$ cat src/rtl/fifo_pkg.sv
// Shared types and constants for the FIFO drain-side serial transmitter.
package fifo_pkg;

  localparam int unsigned FIFO_DATA_W = 4;
  localparam int unsigned DATA_BITS   = 4;

  typedef enum logic [2:0] {
    StIdle,
    StStart,
    StData,
    StParity,
    StStop
  } tx_state_t;

  // Parity bit for a nibble: even parity when odd_i=0, odd parity when odd_i=1.
  function automatic logic nibble_parity(input logic [FIFO_DATA_W-1:0] data_i,
                                         input logic                   odd_i);
    return (^data_i) ^ odd_i;
  endfunction

endpackage

$ cat src/rtl/fifo_serial_tx_bit_timer.sv
// Bit-period timer: counts 0..BIT_CYCLES-1 and wraps, flags the last and
// second-to-last cycle of each serial bit.
module tx_bit_timer #(
  parameter int unsigned BIT_CYCLES = 4
) (
  input  logic clk_i,
  input  logic rst_ni,
  input  logic en_i,
  input  logic clear_i,
  output logic bit_end_o,
  output logic bit_pre_end_o
);

  localparam int unsigned CntW = $clog2(BIT_CYCLES);
  localparam logic [CntW-1:0] LastCnt = CntW'(BIT_CYCLES - 1);
  localparam logic [CntW-1:0] PreCnt  = CntW'(BIT_CYCLES - 2);

  logic [CntW-1:0] cnt_q, cnt_d;

  assign bit_end_o     = (cnt_q == LastCnt);
  assign bit_pre_end_o = (cnt_q == PreCnt);

  // Next count: clear wins, otherwise advance while enabled and wrap at the bit end.
  always_comb begin
    cnt_d = cnt_q;
    if (clear_i) begin
      cnt_d = '0;
    end else if (en_i) begin
      cnt_d = bit_end_o ? '0 : cnt_q + CntW'(1);
    end
  end

  // Counter register.
  always_ff @(posedge clk_i or negedge rst_ni) begin
    if (!rst_ni) begin
      cnt_q <= '0;
    end else begin
      cnt_q <= cnt_d;
    end
  end

endmodule

$ cat src/rtl/fifo_serial_tx.sv
// Drains nibbles from a first-word-fall-through FIFO and sends each one as a
// serial frame: start, 4 data bits LSB first, optional parity, stop.
module fifo_serial_tx
  import fifo_pkg::*;
#(
  parameter int unsigned BIT_CYCLES = 4,
  parameter int unsigned PARITY_EN  = 1,
  parameter int unsigned PARITY_ODD = 0
) (
  input  logic                   clk_i,
  input  logic                   rst_ni,
  input  logic                   tx_enable_i,
  input  logic                   fifo_empty_i,
  input  logic [FIFO_DATA_W-1:0] fifo_read_data_i,
  output logic                   fifo_read_en_o,
  output logic                   tx_serial_o,
  output logic                   tx_busy_o,
  output logic                   frame_done_o
);

  localparam int unsigned IdxW = $clog2(DATA_BITS);
  localparam logic [IdxW-1:0] LastIdx = IdxW'(DATA_BITS - 1);
  localparam logic ParityOdd = (PARITY_ODD != 0);

  tx_state_t              state_q;
  logic [FIFO_DATA_W-1:0] shift_q;
  logic [IdxW-1:0]        idx_q;
  logic                   parity_q;
  logic                   tx_serial_q;
  logic                   busy_q;
  logic                   done_q;

  logic bit_end;
  logic bit_pre_end;
  logic pop;

  // Pop from idle, or in the last stop cycle so frames run back to back.
  // Gated by reset so the FIFO never loses a word while we are held in reset.
  assign pop = rst_ni && tx_enable_i && !fifo_empty_i &&
               ((state_q == StIdle) || ((state_q == StStop) && bit_end));

  assign fifo_read_en_o = pop;
  assign tx_serial_o    = tx_serial_q;
  assign tx_busy_o      = busy_q;
  assign frame_done_o   = done_q;

  tx_bit_timer #(
    .BIT_CYCLES(BIT_CYCLES)
  ) u_bit_timer (
    .clk_i        (clk_i),
    .rst_ni       (rst_ni),
    .en_i         (state_q != StIdle),
    .clear_i      (pop),
    .bit_end_o    (bit_end),
    .bit_pre_end_o(bit_pre_end)
  );

  // Frame sequencer; the line level is registered alongside the state it belongs to.
  always_ff @(posedge clk_i or negedge rst_ni) begin
    if (!rst_ni) begin
      state_q     <= StIdle;
      shift_q     <= '0;
      idx_q       <= '0;
      parity_q    <= 1'b0;
      tx_serial_q <= 1'b1;
      busy_q      <= 1'b0;
      done_q      <= 1'b0;
    end else begin
      done_q <= 1'b0;
      unique case (state_q)
        StIdle: begin
          if (pop) begin
            state_q     <= StStart;
            shift_q     <= fifo_read_data_i;
            parity_q    <= nibble_parity(fifo_read_data_i, ParityOdd);
            tx_serial_q <= 1'b0;
            busy_q      <= 1'b1;
          end
        end
        StStart: begin
          if (bit_end) begin
            state_q     <= StData;
            idx_q       <= '0;
            tx_serial_q <= shift_q[0];
          end
        end
        StData: begin
          if (bit_end) begin
            shift_q <= shift_q >> 1;
            if (idx_q == LastIdx) begin
              if (PARITY_EN != 0) begin
                state_q     <= StParity;
                tx_serial_q <= parity_q;
              end else begin
                state_q     <= StStop;
                tx_serial_q <= 1'b1;
              end
            end else begin
              idx_q       <= idx_q + IdxW'(1);
              // bit 1 now becomes bit 0 after this shift
              tx_serial_q <= shift_q[1];
            end
          end
        end
        StParity: begin
          if (bit_end) begin
            state_q     <= StStop;
            tx_serial_q <= 1'b1;
          end
        end
        StStop: begin
          // Set one cycle early so the registered pulse lands on the last stop cycle.
          if (bit_pre_end) begin
            done_q <= 1'b1;
          end
          if (bit_end) begin
            if (pop) begin
              state_q     <= StStart;
              shift_q     <= fifo_read_data_i;
              parity_q    <= nibble_parity(fifo_read_data_i, ParityOdd);
              tx_serial_q <= 1'b0;
            end else begin
              state_q <= StIdle;
              busy_q  <= 1'b0;
            end
          end
        end
        default: begin
          state_q     <= StIdle;
          tx_serial_q <= 1'b1;
          busy_q      <= 1'b0;
        end
      endcase
    end
  end

endmodule

$ cat config.mk
export PLATFORM = sky130hd
export DESIGN_NAME = fifo_serial_tx
export DESIGN_NICKNAME = d
export VERILOG_FILES = /design/src/rtl/fifo_pkg.sv /design/src/rtl/fifo_serial_tx_bit_timer.sv /design/src/rtl/fifo_serial_tx.sv
export SDC_FILE = /design/constraint.sdc
export NUM_CORES = 1
export LEC_CHECK = 0
export ABC_AREA = 0
export CAP_MARGIN = 0
export CORE_UTILIZATION = 50
export CTS_BUF_LIST = sky130_fd_sc_hd__clkbuf_4 sky130_fd_sc_hd__clkbuf_8 sky130_fd_sc_hd__clkbuf_16
export DETAILED_ROUTE_END_ITERATION = 6
export GPL_ROUTABILITY_DRIVEN = 0
export PLACE_DENSITY = 0.73
export SLEW_MARGIN = 20
export SYNTH_ARGS = -nofsm -noshare
export SYNTH_HDL_FRONTEND = slang
export SYNTH_SLANG_ARGS = --single-unit
$ cat constraint.sdc
create_clock -name clk_i -period 3.9 [get_ports clk_i]
set_clock_uncertainty 0.2 [all_clocks]
set_input_delay 0.39 -clock clk_i [delete_from_list [all_inputs] [get_ports clk_i]]
set_output_delay 0.39 -clock clk_i [all_outputs]
set_load 0.1 [all_outputs]
======== Word-level counts from Yosys, hierarchy flattened ========
Index checks and enable logic that the tools add are counted.
storage, ports and cells
  output and inout port bits .............. 4
  word-level logic and storage cells ...... 81
  bits in registers ....................... 15
operators by class
  add/subtract/negate cells ............... 2
  bitwise operators ....................... 1
  multiplexer cells ....................... 35
  reductions and logical operators ........ 20
  eq/ne operators ......................... 15
operator list
  operator                                                         count
  3-bit two-way mux                                                6
  2-bit inequality test, second input constant                     8
  3-bit one-hot mux with 5 select lines                            1
  1-bit two-way mux                                                14
  2-bit two-way mux                                                6
  4-bit two-way mux                                                3
  4-bit one-hot mux with 3 select lines                            1
  4-bit AND reduction                                              3
  2-bit == test, second input constant                             3
  3-bit by 2-bit == test with 1-bit output, second input constant  2
  6-bit AND reduction                                              1
  2-bit nonzero test                                               3
  3-bit nonzero test                                               2
  1-bit one-hot mux with 5 select lines                            1
  2-bit by 1-bit adder with 2-bit output, second input constant    2
  1-bit logical AND                                                4
  2-bit one-hot mux with 2 select lines                            1
  4-bit parity                                                     1
  3-bit by 1-bit == test with 1-bit output, second input constant  1
  3-bit == test, second input constant                             1
  3-bit logical NOT                                                1
  1-bit one-hot mux with 3 select lines                            1
  3-bit AND reduction                                              1
  3-bit OR reduction                                               1
  other kinds (5)                                                  5

======== Depth between registers and ports, before layout ========
  depth after elaboration ................. 7
  depth in mapped cells ................... 5

======== Modules after synthesis ========
From an unflattened synthesis, not the netlist that was laid out.
second synthesis, totals
  cell total of the unflattened synthesis .. 79
  area total of the unflattened synthesis .. 860.8 µm²
modules (own cells, without submodules)
  module          times used  seq. area each (µm²)  area each (µm²)  cells each
  fifo_serial_tx  1           326.6                 747.0            69
  tx_bit_timer    1           50.0                  113.9            10

======== Worst setup path after synthesis ========
No wires, ideal clock.
  path kind ............................... register to register
  start point ............................. reg state_q[1]
  end point ............................... reg parity_q
  buffers on the path ..................... 0
  arrival ................................. 3.287 ns
  required time ........................... 3.575 ns
  setup slack ............................. 0.288 ns
  setup time .............................. 0.125 ns
  stages on the path, launching flop included .. 4
  clock period less this slack ............ 3.612 ns
  path through ............................ dfrtp_1 > or2_4 > nor3_1 > mux2_2
on the way
  word-level cells in the longest chain between the ends .. 7
RTL lines
  element                                    RTL line               RTL
  start, declared                            fifo_serial_tx.sv:25   tx_state_t state_q;
  start signal, assigned                     fifo_serial_tx.sv:61   state_q <= StIdle;
  start signal, assigned                     fifo_serial_tx.sv:73   state_q <= StStart;
  start signal, assigned                     fifo_serial_tx.sv:82   state_q <= StData;
  3-bit == test                              fifo_serial_tx.sv:40   ((state_q == StIdle) || ((state_q == StStop) && bit_end));
  1-bit logical AND                          fifo_serial_tx.sv:40
  1-bit logical OR (*)                       fifo_serial_tx.sv:40
  1-bit logical AND (*)                      fifo_serial_tx.sv:39   assign pop = rst_ni && tx_enable_i && !fifo_empty_i &&
  named net fifo_read_en_o                   fifo_serial_tx.sv:15   output logic fifo_read_en_o,
  1-bit two-way mux (*)                      n/a
  1-bit two-way mux                          n/a
  1-bit one-hot mux with 2 select lines (*)  fifo_serial_tx.sv:70   unique case (state_q)
  end signal, assigned                       fifo_serial_tx.sv:75   parity_q <= nibble_parity(fifo_read_data_i, ParityOdd);
  end signal, assigned                       fifo_serial_tx.sv:120  parity_q <= nibble_parity(fifo_read_data_i, ParityOdd);
  end, declared                              fifo_serial_tx.sv:28   logic parity_q;
Mark *: on every way through the listed nets, which the timed path passes. The rest lies on a longest branch. The select of a mux whose other input is x is not followed.
A chain may end at the register's enable or synchronous reset.

======== Worst setup path after layout ========
  start point ............................. reg tx_serial_q (netlist: tx_serial_o)
  end point ............................... out tx_serial_o
RTL lines
  element                 RTL line               RTL
  start, declared         fifo_serial_tx.sv:29   logic tx_serial_q;
  start signal, assigned  fifo_serial_tx.sv:84   tx_serial_q <= shift_q[0];
  start signal, assigned  fifo_serial_tx.sv:93   tx_serial_q <= parity_q;
  start signal, assigned  fifo_serial_tx.sv:101  tx_serial_q <= shift_q[1];
  end, declared           fifo_serial_tx.sv:16   output logic tx_serial_o,
No word-level cell between the ends.

==> metrics <==
max_cap viols 0; Synth Warn # 0; Die ar. roughly 2000 sq um; total power ~0.00083 W; WP buf/inv 1; placed cell area around 1000 sq um; Residual DRC 0; DR pass1 iterations 5; Final Worst Setup Slack around 1.3 ns; multi-input logic area approximately 500 sq um; total CTS buffers 3; post-place setup slack roughly 1.4 ns; sequential area share after synthesis 0.409; antenna diode count 0; CP max stage delay roughly 1.1 ns; largest net degree at the start of global routing 18; largest family of logic cells by synthesized area simple AND/OR/NAND/NOR gates; fill cell count between 150 and 200; Leak approximately 0.47 nW; Synth Register Bits 15; Worst Hold Class in -> async; setup TNS 0 ns; RSZ-0062 raised after global routing false; dpl hpwl approximately 1200 microns; Final period util 0.663; first-pass GRT wire length 2760 microns; Iter 0 DRT Violations 11; commonest non-fill, non-tap cell in the layout dfrtp_1; share of layout cells above drive strength 1 0.232; Netlist cell types 39; critical-path maximum fanout 4; Crit Path Class reg -> out; Inst Count DP 116; clk sinks 15; combinational share of power 0.522; crit end category output pin; post-CTS sizing 0; ys async rst share 1.00; GRT Util Overall 0.199; mux cell area share after synthesis 0.125; switching part of the total power 0.437; Net count, final approximately 110; Slew @ Worst Pin 0.970 ns; Worst path slowest cell clkdlybuf4s50_1; Worst Path Arrival about 2 ns; Post-Syn Area just over 900 sq um; Cell Pwr Density 781 nW/um^2; total number of vias 657; Std-Cell Rows 15; die span in x between 40 and 50 microns; Req. time, crit path around 3.3 ns; ys flop type dfrtp_1; syn avg cell area between 10 and 15 sq um; most frequent cells in the layout 14 x dfrtp_1, 10 x clkdlybuf4s50_1, 6 x o21ai_0; Fin. Hold Viols 0; Top delay family on crit path buffers and inverters; xor/xnor share of the synthesized area 0.0380; post-route cell area between 1000 and 1500 sq um; Final ANT Viol Nets 0; total gr overflow 0; maximum VDD drop slightly above 0.5 mV; Clock transition at path regs 0.10 ns; internal power 0.000469 W; post-synthesis compound-gate area fraction 0.163; Slew headroom 0.351; Seq pwr share 0.369; clk buf depth 2; CTS Root Cell clkbuf_4; Vias/cell roughly 5.5; syn_nets 93; clock power share 0.109; fraction of the mapped netlist area in adder cells 0.0408; crit start category flip-flop; Seq. cell area around 380 sq um; latest clock arrival within the worst-skew pair between 0.2 and 0.3 ns; DR WL/cell roughly 14 microns; Area Growth Syn to Fin 15.8%; core box area 1730 sq um; max-slew violation count 0; Post CTS Setup Buffer Count 0; Starting Density 0.533; vias in the first global route 604; Chip Height 44.9 microns; EDFF count, synth 0; Simple-Gate Fraction of Synth Area 0.173; CTS tree done; Net Switching approximately 0.00036 W; Syn Inst Count 82; port buffer count 11; status complete, no violations; fmax just under 0.4 GHz; worst path cell trace clkdlybuf4s50_1; Routed WL between 1500 and 2000 microns; htree depth 1; initial antenna violation count 0; Period minus WS final roughly 2.6 ns; CTS Hold Buffers Added 0; I/O pins 12; final setup fails 0; Finished Layout Cells 120
## stage by stage
step                 util  hold slack [ns]
floorplan               -           -0.106
global placement    0.601            0.292
global route        0.617            0.214
finish              0.617            0.216
CTS                 0.617            0.222
detailed placement  0.601            0.293
## synth_stat cells (2+ instances only)
library cell   n  area [sq um]
dfrtp_1       14           350
nand3_1        2          10.0
nor2b_1        2          12.5
xnor2_1        3          26.3
ha_1           3          37.5
o21ai_0        6          30.0
mux2_4         4          60.1
buf_4          2          15.0
a21boi_0       2          15.0
nor2_1         5          18.8
nand2_1        3          11.3
mux2_2         4          45.0
nor3_1         2          10.0
inv_1          5          18.8
## final timing paths
| check | to | cells after the start | slack, ns | startpoint |
|---|---|---|---|---|
| worst min-delay path | state_q[0] | 2 | 0.22 | rst_ni |
| max in group asynchronous | tx_serial_o | 2 | 3.03 | rst_ni |
| min in group clk_i | parity_q | 1 | 0.32 | parity_q |
| worst min register to register | parity_q | 1 | 0.32 | parity_q |
| worst max register to register | shift_q[2] | 4 | 2.00 | u_bit_timer.cnt_q[0] |
| worst max-delay path | tx_serial_o | 1 | 1.31 | tx_serial_o |
## power by group through the flow
stage / Clock, W / Combinational (W) / Sequential (W)
final: 0.0000908 / 0.000435 / 0.000307
after global routing: 0.000103 / 0.000473 / 0.000317
after CTS: 0.0000929 / 0.000438 / 0.000306
after detailed placement: 0 / 0.000432 / 0.000307
after global placement: 0 / 0.000420 / 0.000307
after floorplan: 0 / 0.000314 / 0.000345
## kinds of logic after synthesis
logic type / Yosys count
compound gates: 19
xor+xnor: 4
fa+ha+maj: 3
buf+inv: 8
flops: 15
mux: 9
simple gates: 24
## per-layer routing
metal | vias up | part of all wire | track usage
met1 | 316 | 0.47 | 0.256
met5 | - | 0 | 0
met2 | 11 | 0.48 | 0.309
met3 | 5 | 0.039 | 0.0840
li1 | 325 | - | -
met4 | 0 | 0.0099 | 0.0545
## state kept, by name (all words and copies together) (netlist names)
| signal | cells |
|---|---|
| shift_q | 4 |
| state_q | 3 |
| idx_q | 2 |
| u_bit_timer.cnt_q | 2 |
| frame_done_o | 1 |
| parity_q | 1 |
| tx_busy_o | 1 |
| tx_serial_o | 1 |
## final cells by class
type / instances / share of cell area
Clock buffer: 3 / 0.0211
Clock inverter: 1 / 0.00469
Inverter: 5 / 0.0176
Multi-Input combinational cell: 59 / 0.466
Sequential cell: 15 / 0.353
Tap cell: 25 / 0.0293
Timing Repair Buffer: 12 / 0.108
No activity file was read; power rests on OpenSTA's default activity.
